$ cat src/rtl/cpu_defs.sv
// Shared definitions for the fetch stage: bus widths, the NOP encoding and
// the fetch FSM state type.
package cpu_defs;

    localparam int IF_ID_W = 64;
    localparam int JBR_W   = 33;
    localparam int EXC_W   = 33;

    localparam logic [31:0] NOP = 32'h0000_0000;

    typedef enum logic {
        WAIT = 1'b0,
        DONE = 1'b1
    } fetch_state_e;

endpackage

$ cat src/rtl/redirect_hold.sv
// One-entry redirect buffer. Remembers a taken branch (or an exception
// target) that arrived while no next_fetch pulse was present, so the
// redirect survives a pipeline stall. Exception capture always wins over a
// branch already held.
module redirect_hold (
    input  logic        clk,
    input  logic        reset,
    input  logic        next_fetch_i,
    input  logic        jbr_taken_i,
    input  logic [31:0] jbr_target_i,
    input  logic        exc_valid_i,
    input  logic [31:0] exc_pc_i,
    output logic        pend_valid_o,
    output logic [31:0] pend_target_o
);

    logic        pend_valid_q, pend_valid_d;
    logic [31:0] pend_target_q, pend_target_d;

    // Priority: exception, then consumption by next_fetch, then branch capture.
    always_comb begin
        pend_valid_d  = pend_valid_q;
        pend_target_d = pend_target_q;
        if (exc_valid_i) begin
            if (next_fetch_i) begin
                // The exception target is loaded into PC directly.
                pend_valid_d = 1'b0;
            end else begin
                pend_valid_d  = 1'b1;
                pend_target_d = exc_pc_i;
            end
        end else if (next_fetch_i) begin
            // Either consumed now or superseded by a same-cycle branch.
            pend_valid_d = 1'b0;
        end else if (jbr_taken_i) begin
            pend_valid_d  = 1'b1;
            pend_target_d = jbr_target_i;
        end
    end

    // Buffer register with synchronous reset.
    always_ff @(posedge clk) begin
        if (reset) begin
            pend_valid_q  <= 1'b0;
            pend_target_q <= 32'h0;
        end else begin
            pend_valid_q  <= pend_valid_d;
            pend_target_q <= pend_target_d;
        end
    end

    assign pend_valid_o  = pend_valid_q;
    assign pend_target_o = pend_target_q;

endmodule

$ cat src/rtl/fetch_stage.sv
// Instruction-fetch stage: PC register, ROM latency tracking FSM and the
// IF->ID bus. Optional misaligned-fetch detection is built when the macro
// FETCH_ALIGN_CHECK_EN is defined; otherwise fetch_adel is tied low.
//
// Handshake: next_fetch is a one-cycle pulse from pipeline control that
// advances PC on the edge where it is high; it is legal only while IF_over=1
// (if it comes early PC still advances and the latency count restarts).
// Decode samples IF_ID_bus only while IF_over=1.
module fetch_stage
    import cpu_defs::*;
#(
    parameter logic [31:0] STARTADDR = 32'h0000_0000,
    parameter int          ROM_LAT   = 1
) (
    input  logic               clk,
    input  logic               reset,
    input  logic               IF_valid,
    input  logic               next_fetch,
    input  logic [JBR_W-1:0]   jbr_bus,
    input  logic [EXC_W-1:0]   exc_bus,
    output logic [31:0]        inst_addr,
    input  logic [31:0]        inst,
    output logic               IF_over,
    output logic [IF_ID_W-1:0] IF_ID_bus,
    output logic               fetch_adel,
    output logic [31:0]        IF_pc,
    output fetch_state_e       dbg_state,
    output logic               dbg_pend_valid
);

    localparam logic [1:0] LAT = 2'(ROM_LAT);

    logic        jbr_taken, exc_valid;
    logic [31:0] jbr_target, exc_pc;
    logic        pend_valid;
    logic [31:0] pend_target;

    logic [31:0]  pc_q, pc_d;
    fetch_state_e state_q, state_d;
    logic [1:0]   cnt_q, cnt_d;

    assign jbr_taken  = jbr_bus[32];
    assign jbr_target = jbr_bus[31:0];
    assign exc_valid  = exc_bus[32];
    assign exc_pc     = exc_bus[31:0];

    redirect_hold u_redirect_hold (
        .clk           (clk),
        .reset         (reset),
        .next_fetch_i  (next_fetch),
        .jbr_taken_i   (jbr_taken),
        .jbr_target_i  (jbr_target),
        .exc_valid_i   (exc_valid),
        .exc_pc_i      (exc_pc),
        .pend_valid_o  (pend_valid),
        .pend_target_o (pend_target)
    );

    // Next-PC selection: exception, live branch, held redirect, sequential.
    always_comb begin
        pc_d = pc_q;
        if (next_fetch) begin
            if (exc_valid) begin
                pc_d = exc_pc;
            end else if (jbr_taken) begin
                pc_d = jbr_target;
            end else if (pend_valid) begin
                pc_d = pend_target;
            end else begin
                pc_d = pc_q + 32'd4;  // wraps silently at 2^32
            end
        end
    end

    // PC register.
    always_ff @(posedge clk) begin
        if (reset) begin
            pc_q <= STARTADDR;
        end else begin
            pc_q <= pc_d;
        end
    end

    // Fetch FSM: count ROM latency cycles while the fetch is live.
    always_comb begin
        state_d = state_q;
        cnt_d   = cnt_q;
        if (!IF_valid || next_fetch) begin
            state_d = WAIT;
            cnt_d   = 2'd0;
        end else if (state_q == WAIT) begin
            cnt_d = cnt_q + 2'd1;
            if (cnt_d == LAT) begin
                state_d = DONE;
            end
        end
    end

    // FSM state and counter registers.
    always_ff @(posedge clk) begin
        if (reset) begin
            state_q <= WAIT;
            cnt_q   <= 2'd0;
        end else begin
            state_q <= state_d;
            cnt_q   <= cnt_d;
        end
    end

    assign IF_over        = (state_q == DONE);
    assign inst_addr      = pc_q;
    assign IF_pc          = pc_q;
    assign dbg_state      = state_q;
    assign dbg_pend_valid = pend_valid;

`ifdef FETCH_ALIGN_CHECK_EN
    logic adel_q, adel_d;

    // Flag tracks IF_over so it is visible exactly while decode may sample.
    always_comb begin
        adel_d = (state_d == DONE) && (pc_q[1:0] != 2'b00);
    end

    // Alignment flag register, updated alongside the FSM.
    always_ff @(posedge clk) begin
        if (reset) begin
            adel_q <= 1'b0;
        end else begin
            adel_q <= adel_d;
        end
    end

    assign fetch_adel = adel_q;
    assign IF_ID_bus  = {pc_q, (adel_q ? NOP : inst)};
`else
    assign fetch_adel = 1'b0;
    assign IF_ID_bus  = {pc_q, inst};
`endif

endmodule

$ cat config.mk
export PLATFORM = sky130hd
export DESIGN_NAME = fetch_stage
export DESIGN_NICKNAME = d
export VERILOG_FILES = /design/src/rtl/cpu_defs.sv /design/src/rtl/redirect_hold.sv /design/src/rtl/fetch_stage.sv
export SDC_FILE = /design/constraint.sdc
export NUM_CORES = 1
export LEC_CHECK = 0
export ABC_AREA = 0
export CORE_UTILIZATION = 50
export DETAILED_ROUTE_END_ITERATION = 10
export DONT_BUFFER_PORTS = 1
export GPL_TIMING_DRIVEN = 0
export REMOVE_ABC_BUFFERS = 1
export SLEW_MARGIN = 15
export SYNTH_ARGS = -nofsm -noshare
export SYNTH_HDL_FRONTEND = slang
export SYNTH_HIERARCHICAL = 1
export SYNTH_SLANG_ARGS = --single-unit
$ cat constraint.sdc
create_clock -name clk -period 2.6 [get_ports clk]
set_input_delay 0.52 -clock clk [delete_from_list [all_inputs] [get_ports clk]]
set_output_delay 0.52 -clock clk [all_outputs]
set_load 0.02 [all_outputs]
==> impl_metrics.env <==
export IMPL_rsz0062_at_grt="false"
export IMPL_vias=4139
export IMPL_yosysUniqueCellTypes=60
export IMPL_core_area_um2=9950
export IMPL_cellPowerDensity_nw_per_um2=580
export IMPL_syn_avg_cell_area_um2=8.58
export IMPL_slew_violations=0
export IMPL_root_buffer="clkbuf_8"
export IMPL_cts_tree="done"
export IMPL_cp_start_kind="register"
export IMPL_setup_worst_path_class="reg -> reg"
export IMPL_syn2layout_area_growth_pct=-8.35
export IMPL_netlist_instances=610
export IMPL_drv_cap=0
export IMPL_power_uw=2780
export IMPL_slew_headroom=0.213
export IMPL_io_buffers=0
export IMPL_path_cells="nand2_1 > or4_4 > or3_1 > nor4_1 > a211o_1"
export IMPL_io_pins=234
export IMPL_switchingPower_uw=872
export IMPL_fin_tns_setup_ns=0
export IMPL_dr_pass1_iters=5
export IMPL_fin_crit_ns=2.45
export IMPL_clock_power_share=0.376
export IMPL_die_x_um=104
export IMPL_synth_edff_count=0
export IMPL_place_ws_ns=-0.347
export IMPL_nNetsFinal=585
export IMPL_clk_latency_ns=0.36
export IMPL_cts_buffers=9
export IMPL_grt_ovfl_total=0
export IMPL_combinationalPowerShare=0.132
export IMPL_path_clk_slew_ns=0.08
export IMPL_mostFrequentLayoutCells="56 x dfxtp_1, 41 x nor2_1, 37 x mux2i_1"
export IMPL_ys_flop_type="dfxtp_1"
export IMPL_htreeDepth=3
export IMPL_intPower_uw=1910
export IMPL_grt_pass1_wl_um=22700
export IMPL_synthArstFlopShare=0
export IMPL_die_area_um2=10900
export IMPL_cp_slowest_cell="dfxtp_1"
export IMPL_wl_per_cell_um=24.1
export IMPL_synthesis_area_um2=5230
export IMPL_place_congestion=0.796
export IMPL_layout_drive_gt1_share=0.171
export IMPL_slowest_delay_ns=0.84
export IMPL_required_ns=2.90
export IMPL_drc=0
export IMPL_start_util=0.526
export IMPL_grt_max_degree=77
export IMPL_hold_viol_final=0
export IMPL_fin_ws_ns=0.154
export IMPL_cp_top_family="simple AND/OR/NAND/NOR gates"
export IMPL_first_iter_violations=290
export IMPL_final_setup_viol_count=0
export IMPL_drtAntennaViolNets=0
export IMPL_clk_path_buf_depth=2
export IMPL_first_global_vias=3999
export IMPL_post_route_util=0.482
export IMPL_path_buf_inv=0
export IMPL_status="finished, final reports clean"
export IMPL_routed_wirelength_um=14900
export IMPL_p_leak_uw=0.00157
export IMPL_seq_power_share=0.492
export IMPL_hpwl_um=9820
export IMPL_die_height_um=104
export IMPL_fmaxAchievable_mhz=409
export IMPL_cp_end_kind="register"
export IMPL_irDropWorstVdd_mv=0.269
export IMPL_num_rows=36
export IMPL_tightest_slew_ns=1.18
export IMPL_crit_path_max_fanout=13
export IMPL_sw_frac_of_total=0.314
export IMPL_grt_use_total=0.270
export IMPL_antenna_found_initial=0
export IMPL_clock_sinks=68
export IMPL_num_antenna_cells=0
export IMPL_synth_seq_cells=68
export IMPL_yosysSeqAreaShare=0.260
export IMPL_final_common_cell="dfxtp_1"
export IMPL_holdCritPathClass="in -> reg"
export IMPL_min_period_over_period=0.941
export IMPL_vias_per_cell=6.69
export IMPL_fin_skew_ns=0.00943
export IMPL_yosysWarnings=6
export IMPL_arrival_ns=2.74
## power by group through the flow
stage	clock network, uW	logic, uW	registers [uW]
floorplan	0	293	1360
global placement	0	345	1390
global route	1110	402	1390
detailed placement	0	368	1390
CTS	1070	369	1370
finish	1040	367	1370
## state kept, by name, indices dropped and copies added (netlist names)
signal and count:
IF_pc 32, cnt_q 2, u_redirect_hold/pend_target_o 32, u_redirect_hold/pend_valid_o 1, IF_over 1
## per-layer routing
metal	routed length (um)	global-route usage
met5	0	0.0524
met4	197	0.0735
met3	1720	0.131
met2	6580	0.403
met1	6420	0.338
## final cells by class
cell class	instances	area [um2]
flip-flops and latches	68	1400
fillers	933	5160
clock buffers	12	165
inverters	12	45.0
multi-input cells	384	2870
well taps	133	166
clock inverters	4	70.1
repair buffers	6	81.3
## timing repair
action                                 CTS  global route
endpoints found under the hold margin    0             0
resized for setup                       11            10
hold buffers                             0             0
setup endpoints to repair               11             2
setup buffers                            3             0
## logic make-up after synthesis
| group | count (synthesis) | share of synthesized area |
|---|---|---|
| adder cells (fa/ha/maj) | 2 | 0.00478 |
| other | 1 | 0.000717 |
| flip-flops | 68 | 0.260 |
| AND/OR/NAND/NOR | 175 | 0.183 |
| buffers and inverters | 158 | 0.195 |
| multiplexers | 37 | 0.0708 |
| XOR/XNOR | 13 | 0.0218 |
| AO/OA/AOI/OAI | 156 | 0.264 |
## per-stage QoR
step | std cells | cell area (um2) | hold WS (ns)
after global routing | 619 | 4800 | 0.224
after CTS | 619 | 4770 | 0.219
final | 619 | 4800 | 0.241
after floorplan | 464 | 4260 | 0.463
after detailed placement | 600 | 4500 | 0.485
after global placement | 597 | 4420 | 0.473
## worst register-to-register path: cells and delay by family (launching register included)
kind | cells | cell delay [ns]
simple gates | 4 | 1.42
flops | 1 | 0.84
compound gates | 1 | 0.13
## final timing paths
check	cells past startpoint	start	slack, ns	endpoint
setup / recovery	5	IF_pc[16]	0.15	IF_pc[29]
hold / removal	1	reset	0.24	IF_pc[1]
hold reg to reg	2	u_redirect_hold/pend_target_o[25]	0.50	u_redirect_hold/pend_target_o[25]
setup reg to reg	5	IF_pc[16]	0.15	IF_pc[29]
## cells in the mapped netlist, drive strengths merged (6+ instances only)
cell | count | area [um2]
nand4 | 6 | 50.0
a211oi | 6 | 45.0
nand2b | 36 | 225
o31ai | 10 | 80.1
mux2i | 37 | 370
a221o | 10 | 100
buf | 113 | 852
clkbuf | 33 | 124
nor4 | 7 | 65.1
a21oi | 20 | 100
a221oi | 16 | 140
dfxtp | 68 | 1360
o32ai | 34 | 515
nor2 | 43 | 164
o21ai | 25 | 125
nor3 | 27 | 150
nand3 | 6 | 30.0
xnor2 | 9 | 78.8
nand2 | 27 | 101
inv | 12 | 45.0
No activity file was read; power rests on OpenSTA's default activity.
